--- config.mk ---
export PLATFORM = sky130hd
export DESIGN_NAME = seq_overlap_trimmer_flat
export DESIGN_NICKNAME = d
export VERILOG_FILES = /design/src/rtl/seq_overlap_trimmer_pkg.sv /design/src/rtl/seq_overlap_trimmer_if.sv /design/src/rtl/seq_overlap_trimmer_trim_calc.sv /design/src/rtl/seq_overlap_trimmer.sv /design/src/flat_wrapper.sv
export SDC_FILE = /design/constraint.sdc
export NUM_CORES = 1
export LEC_CHECK = 0
export BUFFER_PORTS_ARGS = -buffer_cell sky130_fd_sc_hd__buf_2
export CORE_AREA = 2 2 103 204
export CTS_CLUSTER_SIZE = 10
export DETAILED_ROUTE_END_ITERATION = 12
export DIE_AREA = 0 0 105 206
export GPL_ROUTABILITY_DRIVEN = 0
export PLACE_DENSITY = 0.66
export SLEW_MARGIN = 20
export SYNTH_ARGS = -nofsm -noshare
export SYNTH_HDL_FRONTEND = slang
export SYNTH_HIERARCHICAL = 1
export SYNTH_SLANG_ARGS = --single-unit
--- constraint.sdc ---
create_clock -name clk -period 7.59 [get_ports clk]
set_clock_uncertainty 0.15 [all_clocks]
set_input_delay 1.8975 -clock clk [delete_from_list [all_inputs] [get_ports clk]]
set_output_delay 1.8975 -clock clk [all_outputs]
set_load 0.01 [all_outputs]
--- src/rtl/seq_overlap_trimmer_pkg.sv ---
// Shared widths, trim-case and controller-state encodings for the overlap trimmer.
// The payload width is the packing of {ll, ml, offset, last} in the output register.
package seq_overlap_trimmer_pkg;

  localparam int SEQ_LL_BITS     = 16;
  localparam int SEQ_ML_BITS     = 16;
  localparam int SEQ_OFFSET_BITS = 16;
  localparam int SEQ_MIN_MATCH   = 4;
  localparam int SEQ_PAYLOAD_W   = SEQ_LL_BITS + SEQ_ML_BITS + SEQ_OFFSET_BITS + 1;

  typedef enum logic [1:0] {
    TRIM_DROP  = 2'd0,
    TRIM_MATCH = 2'd1,
    TRIM_LIT   = 2'd2
  } trim_case_e;

  typedef enum logic [1:0] {
    ST_IDLE  = 2'd0,
    ST_ACCUM = 2'd1,
    ST_HOLD  = 2'd2
  } trim_state_e;

endpackage

--- src/rtl/seq_overlap_trimmer_if.sv ---
// Sequence stream in (from job PEs) and out (to entropy front end) with valid/ready.
// master is the upstream/downstream environment, slave is the trimmer.
interface seq_overlap_trimmer_if
  import seq_overlap_trimmer_pkg::*;
#(
  parameter int LL_BITS  = SEQ_LL_BITS,
  parameter int ML_BITS  = SEQ_ML_BITS,
  parameter int OFF_BITS = SEQ_OFFSET_BITS
);

  logic                in_valid;
  logic                in_ready;
  logic [LL_BITS-1:0]  in_ll;
  logic [ML_BITS-1:0]  in_ml;
  logic [OFF_BITS-1:0] in_offset;
  logic                in_eoj;
  logic [ML_BITS-1:0]  in_overlap_len;
  logic                in_delim;

  logic                out_valid;
  logic                out_ready;
  logic [LL_BITS-1:0]  out_ll;
  logic [ML_BITS-1:0]  out_ml;
  logic [OFF_BITS-1:0] out_offset;
  logic                out_last;

  modport master (
    output in_valid, in_ll, in_ml, in_offset, in_eoj, in_overlap_len, in_delim, out_ready,
    input  in_ready, out_valid, out_ll, out_ml, out_offset, out_last
  );

  modport slave (
    input  in_valid, in_ll, in_ml, in_offset, in_eoj, in_overlap_len, in_delim, out_ready,
    output in_ready, out_valid, out_ll, out_ml, out_offset, out_last
  );

endinterface

--- src/rtl/seq_overlap_trimmer_trim_calc.sv ---
// Combinational trim of one sequence against the carried skip count, with
// saturating literal accumulation into pend_lit.
module seq_trim_calc
  import seq_overlap_trimmer_pkg::*;
#(
  parameter int LL_BITS   = SEQ_LL_BITS,
  parameter int ML_BITS   = SEQ_ML_BITS,
  parameter int MIN_MATCH = SEQ_MIN_MATCH
) (
  input  logic [ML_BITS:0]   skip,
  input  logic [LL_BITS-1:0] ll,
  input  logic [ML_BITS-1:0] ml,
  input  logic [LL_BITS-1:0] pend_lit,
  output logic               emit,
  output logic [LL_BITS-1:0] emit_ll,
  output logic [ML_BITS-1:0] emit_ml,
  output logic [ML_BITS:0]   resid,
  output logic [LL_BITS-1:0] pend_next,
  output logic               sat
);

  localparam int W = LL_BITS + ML_BITS + 1;

  logic [W-1:0]       s_w, l_w, lm_w;
  logic [W-1:0]       m_trim_w, l_trim_w, sum_w;
  logic               sum_over;
  logic [LL_BITS-1:0] sum_sat;
  trim_case_e         tcase;

  assign s_w  = W'(skip);
  assign l_w  = W'(ll);
  assign lm_w = W'(ll) + W'(ml);

  always_comb begin
    tcase    = TRIM_LIT;
    m_trim_w = lm_w - s_w;
    l_trim_w = l_w - s_w;
    resid    = '0;
    if (s_w >= lm_w) begin
      tcase = TRIM_DROP;
      resid = (ML_BITS+1)'(s_w - lm_w);
    end else if (s_w >= l_w) begin
      tcase = TRIM_MATCH;
    end
  end

  // Only one of m' / l' is ever added to pend_lit, selected by the case.
  assign sum_w    = W'(pend_lit) + ((tcase == TRIM_MATCH) ? m_trim_w : l_trim_w);
  assign sum_over = sum_w > W'({LL_BITS{1'b1}});
  assign sum_sat  = sum_over ? {LL_BITS{1'b1}} : LL_BITS'(sum_w);

  always_comb begin
    emit      = 1'b0;
    emit_ll   = '0;
    emit_ml   = '0;
    pend_next = pend_lit;
    sat       = 1'b0;
    case (tcase)
      TRIM_MATCH: begin
        if (m_trim_w >= W'(MIN_MATCH)) begin
          emit      = 1'b1;
          emit_ll   = pend_lit;
          emit_ml   = ML_BITS'(m_trim_w);
          pend_next = '0;
        end else begin
          pend_next = sum_sat;
          sat       = sum_over;
        end
      end
      TRIM_LIT: begin
        sat = sum_over;
        if (ml == '0) begin
          pend_next = sum_sat;
        end else begin
          emit      = 1'b1;
          emit_ll   = sum_sat;
          emit_ml   = ml;
          pend_next = '0;
        end
      end
      default: ;
    endcase
  end

endmodule

--- src/rtl/seq_overlap_trimmer.sv ---
// Trims job-overlap bytes from the PE sequence stream, folds literal-only
// sequences forward and closes every block with exactly one out_last.
//
// state    | meaning
// ST_IDLE  | output register empty, no pending literals
// ST_ACCUM | output register empty, pend_lit > 0
// ST_HOLD  | output register full; input stalls while out_ready=0
module seq_overlap_trimmer
  import seq_overlap_trimmer_pkg::*;
#(
  parameter int LL_BITS   = SEQ_LL_BITS,
  parameter int ML_BITS   = SEQ_ML_BITS,
  parameter int OFF_BITS  = SEQ_OFFSET_BITS,
  parameter int MIN_MATCH = SEQ_MIN_MATCH
) (
  input  logic                 clk,
  input  logic                 rst,
  seq_overlap_trimmer_if.slave seq,
  output logic                 ll_overflow
);

  localparam int PAY_W = LL_BITS + ML_BITS + OFF_BITS + 1;

  trim_state_e        state_q;
  logic [PAY_W-1:0]   out_q, out_d;
  logic [LL_BITS-1:0] pend_q, pend_d;
  logic [ML_BITS:0]   skip_q, skip_d;
  logic               ovf_q;

  logic               accept, delim, load_out;
  logic               emit, sat;
  logic [LL_BITS-1:0] emit_ll, pend_next;
  logic [ML_BITS-1:0] emit_ml;
  logic [ML_BITS:0]   resid, ovl_w;

  assign seq.in_ready  = (state_q != ST_HOLD) || seq.out_ready;
  assign seq.out_valid = (state_q == ST_HOLD);
  assign {seq.out_ll, seq.out_ml, seq.out_offset, seq.out_last} = out_q;
  assign ll_overflow   = ovf_q;

  assign accept = seq.in_valid && seq.in_ready;
  assign delim  = seq.in_eoj && seq.in_delim;
  assign ovl_w  = {1'b0, seq.in_overlap_len};

  seq_trim_calc #(
    .LL_BITS  (LL_BITS),
    .ML_BITS  (ML_BITS),
    .MIN_MATCH(MIN_MATCH)
  ) u_calc (
    .skip     (skip_q),
    .ll       (seq.in_ll),
    .ml       (seq.in_ml),
    .pend_lit (pend_q),
    .emit     (emit),
    .emit_ll  (emit_ll),
    .emit_ml  (emit_ml),
    .resid    (resid),
    .pend_next(pend_next),
    .sat      (sat)
  );

  // A delimiter without its own match still terminates the block with a
  // literal-only sequence carrying whatever literals are pending.
  always_comb begin
    load_out = emit || delim;
    if (emit) begin
      out_d = {emit_ll, emit_ml, seq.in_offset, delim};
    end else begin
      out_d = {pend_next, {ML_BITS{1'b0}}, {OFF_BITS{1'b0}}, 1'b1};
    end
    pend_d = delim ? '0 : pend_next;
    if (delim) begin
      skip_d = '0;
    end else if (seq.in_eoj) begin
      skip_d = (resid > ovl_w) ? resid : ovl_w;
    end else begin
      skip_d = resid;
    end
  end

  always_ff @(posedge clk or posedge rst) begin
    if (rst) begin
      state_q <= ST_IDLE;
      out_q   <= '0;
      pend_q  <= '0;
      skip_q  <= '0;
      ovf_q   <= 1'b0;
    end else begin
      if (accept) begin
        pend_q <= pend_d;
        skip_q <= skip_d;
        if (sat) begin
          ovf_q <= 1'b1;
        end
        if (load_out) begin
          out_q   <= out_d;
          state_q <= ST_HOLD;
        end else begin
          state_q <= (pend_d != '0) ? ST_ACCUM : ST_IDLE;
        end
      end else if ((state_q == ST_HOLD) && seq.out_ready) begin
        state_q <= (pend_q != '0) ? ST_ACCUM : ST_IDLE;
      end
    end
  end

endmodule

--- src/flat_wrapper.sv ---
// flat-port wrapper written by rule: the top's interface ports become plain ports
module seq_overlap_trimmer_flat import seq_overlap_trimmer_pkg::*;
#(
  parameter int LL_BITS   = SEQ_LL_BITS,
  parameter int ML_BITS   = SEQ_ML_BITS,
  parameter int OFF_BITS  = SEQ_OFFSET_BITS,
  parameter int MIN_MATCH = SEQ_MIN_MATCH
)
  (clk, rst, ll_overflow, seq_in_valid, seq_in_ll, seq_in_ml, seq_in_offset, seq_in_eoj, seq_in_overlap_len, seq_in_delim, seq_out_ready, seq_in_ready, seq_out_valid, seq_out_ll, seq_out_ml, seq_out_offset, seq_out_last);
  seq_overlap_trimmer_if #(.LL_BITS(LL_BITS), .ML_BITS(ML_BITS), .OFF_BITS(OFF_BITS)) seq_i ();
  input  logic clk;
  input  logic rst;
  output logic ll_overflow;
  input wire logic [$bits(seq_i.in_valid)-1:0] seq_in_valid;
  input wire logic [$bits(seq_i.in_ll)-1:0] seq_in_ll;
  input wire logic [$bits(seq_i.in_ml)-1:0] seq_in_ml;
  input wire logic [$bits(seq_i.in_offset)-1:0] seq_in_offset;
  input wire logic [$bits(seq_i.in_eoj)-1:0] seq_in_eoj;
  input wire logic [$bits(seq_i.in_overlap_len)-1:0] seq_in_overlap_len;
  input wire logic [$bits(seq_i.in_delim)-1:0] seq_in_delim;
  input wire logic [$bits(seq_i.out_ready)-1:0] seq_out_ready;
  output wire logic [$bits(seq_i.in_ready)-1:0] seq_in_ready;
  output wire logic [$bits(seq_i.out_valid)-1:0] seq_out_valid;
  output wire logic [$bits(seq_i.out_ll)-1:0] seq_out_ll;
  output wire logic [$bits(seq_i.out_ml)-1:0] seq_out_ml;
  output wire logic [$bits(seq_i.out_offset)-1:0] seq_out_offset;
  output wire logic [$bits(seq_i.out_last)-1:0] seq_out_last;
  assign seq_i.in_valid = seq_in_valid;
  assign seq_i.in_ll = seq_in_ll;
  assign seq_i.in_ml = seq_in_ml;
  assign seq_i.in_offset = seq_in_offset;
  assign seq_i.in_eoj = seq_in_eoj;
  assign seq_i.in_overlap_len = seq_in_overlap_len;
  assign seq_i.in_delim = seq_in_delim;
  assign seq_i.out_ready = seq_out_ready;
  assign seq_in_ready = seq_i.in_ready;
  assign seq_out_valid = seq_i.out_valid;
  assign seq_out_ll = seq_i.out_ll;
  assign seq_out_ml = seq_i.out_ml;
  assign seq_out_offset = seq_i.out_offset;
  assign seq_out_last = seq_i.out_last;
  seq_overlap_trimmer #(.LL_BITS(LL_BITS), .ML_BITS(ML_BITS), .OFF_BITS(OFF_BITS), .MIN_MATCH(MIN_MATCH)) u_core (.clk(clk), .rst(rst), .seq(seq_i), .ll_overflow(ll_overflow));
endmodule
==> results of run 1 <==
## path summary, 6_finish.rpt
kind | startpoint | cells after the start | endpoint
worst max-delay path | seq_in_ll[0] | 37 | u_core/state_q[0]$_DFFE_PP0P_
worst min-delay path | u_core/out_q[36]$_DFFE_PP0P_ | 2 | u_core/out_q[36]$_DFFE_PP0P_
worst max register to register | u_core/skip_q[0]$_DFFE_PP0P_ | 27 | u_core/state_q[0]$_DFFE_PP0P_
worst min register to register | u_core/out_q[36]$_DFFE_PP0P_ | 2 | u_core/out_q[36]$_DFFE_PP0P_
max in group asynchronous | rst | 3 | u_core/skip_q[4]$_DFFE_PP0P_
min in group asynchronous | rst | 3 | u_core/out_q[41]$_DFFE_PP0P_
## tightest hold or removal path, stage by stage (launching register included)
cell	delay, ns
dfrtp_1	0.34
nand2_1	0.04
o21ai_1	0.06
## through the flow
step / util / total power [mW]
floorplan: - / 4.13
global route: 0.670 / 7.76
CTS: 0.661 / 7.02
finish: 0.670 / 7.29
global placement: 0.621 / 6.12
detailed placement: 0.621 / 6.22
## sequential cells by signal (all words and copies together) (netlist names)
name,cells
u_core/out_q,49
u_core/skip_q,17
u_core/pend_q,16
u_core/ll_overflow,1
u_core/state_q,2
## metal layers
metal  wire (um)  part of all wire  GRT usage
met1       13200              0.39      0.358
met2       16600              0.49      0.538
met3        1990             0.059     0.0416
met4        2110             0.062      0.187
met5           0                 0          0
## cell families (layout without fill, tap and decap cells)
group           after synthesis  in the layout  synth area share
xor+xnor                     57             57            0.0537
fa+ha+maj                   105            105             0.143
buf+inv                     138            546            0.0648
simple gates                356            356             0.207
flops                        85             85             0.225
mux                          20             20            0.0212
compound gates              401            401             0.285
## cell type report
type,instances,area [um^2]
Multi-Input combinational cell,939,7230
Clock buffer,9,225
Sequential cell,85,2130
Fill cell,1685,6650
Timing Repair Buffer,449,3230
Tap cell,266,333
Clock inverter,7,85.1
Inverter,81,305
## power by group
group / internal, mW / switching (mW) / leakage [nW]
Sequential: 0.607 / 0.108 / 1.10
Combinational: 2.91 / 3.19 / 5.59
Clock: 0.260 / 0.210 / 0.149
## what timing repair did
action	4_1_cts	5_1_grt
resized for setup	52	30
buffers inserted	30	10
hold buffers	0	0
setup endpoints to repair	50	50
cloned	1	0
pin swaps	46	35
## placed cells by master (no fill, tap or decap), types with 18 or more instances in the layout
cell | synthesis | layout
xnor2_1 | 33 | 33
o22ai_2 | 9 | 18
xor2_1 | 23 | 23
nand2_1 | 123 | 122
nor2_1 | 54 | 52
inv_1 | 80 | 79
a21o_1 | 30 | 30
a21oi_1 | 86 | 80
o21ai_1 | 26 | 35
dfrtp_1 | 85 | 85
a31oi_1 | 24 | 22
o21ai_0 | 84 | 69
a22o_1 | 33 | 33
ha_1 | 100 | 92
nand3_1 | 34 | 30
buf_4 | 7 | 310
buf_2 | 23 | 117
==> impl_metrics.toml, run 1 <==
[critical_path]
crit_fanout = 7
worstSetupEndpointType = "flop"
critPathKind = "primary input to flop"
max_stage_delay_ns = 0.39
required_ns = 7.66
critical-path-top-delay-family = "compound AO/OA/AOI/OAI gates"
rrSetupSlack_ns = 1.30
cp_common_cell = "a21oi_2"
critPathArrivalTime_ns = 8.94
cp_slowest_cell = "fa_2"
critPathBufInv = 4
start_kind = "primary input"

[clock_tree]
clock-root-buffer = "clkbuf_16"
cts_tree = "yes"
cts_buffer_depth = 2
clock_latency_ns = 0.36
htreeDepth = 3
cts_buffers = 9
clkTransAtPathRegs_ns = 0.07
clock_sinks = 85

[timing]
worstMarginPinSlew_ns = 0.779
drv_slew = 0
setup_slack_ns = -1.27
slew_headroom = 0.479
rsz0062_at_grt = "true"
hold_viol_final = 0
period_needed_ns = 8.86
setup_violations = 34
totalNegativeSetupSlack_ns = -28.60
fmax_mhz = 113
hold_slack_ns = 0.331
finalCritPeriodShare = 1.17

[cells_and_area]
diodes = 0
drive_gt1_frac = 0.378
syn_to_final_growth_pct = 43.3
nNetsFinal = 1740
finalNonFillerCells = 1836
final_cell_area_um2 = 13500

[detailed_routing]
drc = 0
ant_nets = 0
wirelength_um = 33900
viasPerCell = 5.87
drt_iter0_drc = 735
routedWlPerCell_um = 18.4
vias = 10800
first_pass_iters = 6

[synthesis]
synth_cells = 1162
yosysMostFrequentCell = "nand2_1"
synth_edf_count = 0
netlist.area_leader.share = 0.225
yosys_warnings = 6
synth_cell_type_count = 95
ys_seq_area_frac = 0.225
async_flop_share = 1.00
synth_area_per_cell_um2 = 8.13
yosys-top-cells-count = "nand2_1, ha_1, a21oi_1"
synth_fp_nets = 1337
ys_ff_latch = 85
syn_area_um2 = 9440
synth_ff_type = "dfrtp_1"
synth_top_area_cell = "dfrtp_1"
synth_area_leaders = "dfrtp_1, ha_1, nand2_1"

[placed_design]
dp_hpwl_um = 25700
io_buffers = 121
place_inst = 1785
pre_cts_ws_ns = -1.76
postPlaceCellArea_um2 = 12500

[outcome]
status = "finished, violations left"
violations = "setup timing"

[pwr]
power.leakage_nw = 6.84
cellPowerDensity_nw_per_um2 = 539
peakVddDrop_mv = 0.379

[floorplan]
die_h_um = 206
core_region_area_um2 = 20200
die-area_um2 = 21600
start_util = 0.468
ios = 122
dieWidth_um = 105
rows = 74

[grt]
grt_max_degree = 86
grt_usage = 0.309
grt_pass1_vias = 10900
grt_first_pass_wirelength_um = 53800
grt-ovfl-total = 0
antenna_found_initial = 0

[flow_run]
drv_cap = 0

[min_path]
hp-class = "flop to flop"
Power figures use the tool's default switching activity.
==> run 2: changes to the inputs <==
Settings changed: CELL_PAD_IN_SITES_DETAIL_PLACEMENT set to 0, CELL_PAD_IN_SITES_GLOBAL_PLACEMENT set to 2, CORE_AREA 2 2 103 204 to 2 2 118 235, DIE_AREA 0 0 105 206 to 0 0 120 237, PLACE_DENSITY 0.66 to 0.81.
==> run 2 against run 1 <==
Compared with the run above: the run still ends with setup timing left; core utilization is 15 points lower; first-iteration DRC count fell by 13%; die area grew 31%; critical endpoint unchanged; largest cell class unchanged; highest routed layer unchanged.
==> impl_metrics.toml, run 2 (same netlist as run 1, synthesis figures left out) <==
[outcome]
status = "finished, violations left"
violations = "setup timing"

[clock_tree]
cts_tree = "yes"
clock-root-buffer = "clkbuf_16"
clock_latency_ns = 0.37
htreeDepth = 3
cts_buffer_depth = 2
clock_sinks = 85
clkTransAtPathRegs_ns = 0.07
cts_buffers = 9

[min_path]
hp-class = "flop to flop"

[pwr]
cellPowerDensity_nw_per_um2 = 537
power.leakage_nw = 6.93
peakVddDrop_mv = 0.261

[critical_path]
cp_slowest_cell = "fa_2"
max_stage_delay_ns = 0.37
critPathArrivalTime_ns = 8.70
critPathKind = "primary input to flop"
worstSetupEndpointType = "flop"
crit_fanout = 8
cp_common_cell = "a21oi_2"
required_ns = 7.67
start_kind = "primary input"

[grt]
antenna_found_initial = 0
grt_use_met2 = 0.436
met3_usage = 0.0275
grt-busiest-layer = "met2"
met1_usage = 0.300
grt-ovfl-total = 0
grt_first_pass_wirelength_um = 56000
grt_pass1_vias = 10800
grt_max_degree = 86
grt_usage = 0.249

[timing]
totalNegativeSetupSlack_ns = -24.54
hold_viol_final = 0
slew_headroom = 0.123
setup_violations = 34
fmax_mhz = 116
drv_slew = 0
setup_slack_ns = -1.03
worstMarginPinSlew_ns = 1.31
rsz0062_at_grt = "true"
period_needed_ns = 8.62
finalCritPeriodShare = 1.14

[floorplan]
core_region_area_um2 = 26700
rows = 85
ios = 122
die_h_um = 237
die-area_um2 = 28400
dieWidth_um = 120
start_util = 0.354

[cells_and_area]
mostFrequentLayoutCells = "buf_4, nand2_1, buf_2, ha_1, dfrtp_1"
largest_register = "u_core/out_q"
final_core_util = 0.522
syn_to_final_growth_pct = 47.4
nNetsFinal = 1740
top_regs = "u_core/out_q (49), u_core/skip_q (17), u_core/pend_q (16)"
diodes = 0
drive_gt1_frac = 0.387
largest_register_ffs = 49
layout_commonest_cell = "buf_4"

[detailed_routing]
first_pass_iters = 5
drc = 0
drt_iter0_drc = 643
ant_nets = 0
viasPerCell = 5.48
wirelength_um = 35900
vias = 10500
routedWlPerCell_um = 18.7

[placed_design]
dp_hpwl_um = 27900
io_buffers = 121

[flow_run]
drv_cap = 0
==> run 2: cell count changes in the layout (fill, tap and decap cells not counted), moves of 3 or more <==
cell,before,now
buf_4,310,298
nand3_1,30,22
nand3_2,6,13
buf_6,15,19
buf_8,0,4
nor4b_2,4,0
nor4b_4,10,14
ha_1,92,95
nor4_4,3,6
o21ai_0,69,66
==> run 2: final timing paths <==
check | cells past startpoint | startpoint | to | slack, ns
worst min-delay path | 1 | u_core/ll_overflow$_DFFE_PP0P_ | u_core/ll_overflow$_DFFE_PP0P_ | 0.31
worst max-delay path | 36 | seq_in_ll[0] | u_core/state_q[0]$_DFFE_PP0P_ | -1.03
min in group asynchronous | 3 | rst | u_core/out_q[6]$_DFFE_PP0P_ | 1.59
worst min register to register | 1 | u_core/ll_overflow$_DFFE_PP0P_ | u_core/ll_overflow$_DFFE_PP0P_ | 0.31
max in group asynchronous | 3 | rst | u_core/skip_q[1]$_DFFE_PP0P_ | 5.16
worst max register to register | 26 | u_core/skip_q[0]$_DFFE_PP0P_ | u_core/state_q[0]$_DFFE_PP0P_ | 1.50
==> run 2: power by group <==
| group | switching, mW | leakage, nW | internal, mW |
|---|---|---|---|
| Sequential | 0.105 | 1.10 | 0.607 |
| Clock | 0.216 | 0.162 | 0.293 |
| Combinational | 3.27 | 5.67 | 2.99 |
==> run 2: cell type report <==
cell class / instances / area [um^2]
Fill cell: 2510 / 12800
Multi-Input combinational cell: 940 / 7420
Timing Repair Buffer: 448 / 3310
Sequential cell: 85 / 2130
Tap cell: 348 / 435
Inverter: 81 / 305
Clock buffer: 9 / 225
Clock inverter: 7 / 103
==> run 2: repair_timing <==
item,in CTS,in global routing
hold buffers,0,0
cloned,2,1
resized for setup,81,47
pin swaps,53,26
setup endpoints to repair,35,82
buffers inserted,26,18
==> run 2: routing by layer <==
layer,routed length [um],up-vias,share of wire
li1,-,5072,-
met1,14900,5034,0.41
met2,18100,324,0.50
met3,1310,85,0.037
met4,1600,0,0.045
met5,0,-,0
==> run 2: metrics by stage <==
step | instances | hold WS, ns | setup slack, ns | total power [mW] | area, um^2
after floorplan | 1162 | 0.329 | -1.14 | 4.13 | 9720
after global placement | 1870 | 0.291 | -1.43 | 6.22 | 12700
after detailed placement | 1870 | 0.296 | -1.72 | 6.30 | 12700
after CTS | 1908 | 0.310 | -0.906 | 7.25 | 13600
after global routing | 1918 | 0.326 | -1.45 | 8.01 | 13900
final | 1918 | 0.307 | -1.03 | 7.48 | 13900
==> run 2: critical path: cells and delay by family <==
kind	cells	cell delay, ns
simple gates	8	1.44
fa+ha+maj	5	1.41
buf+inv	3	0.42
mux	1	0.14
xor+xnor	1	0.11
compound gates	18	3.25
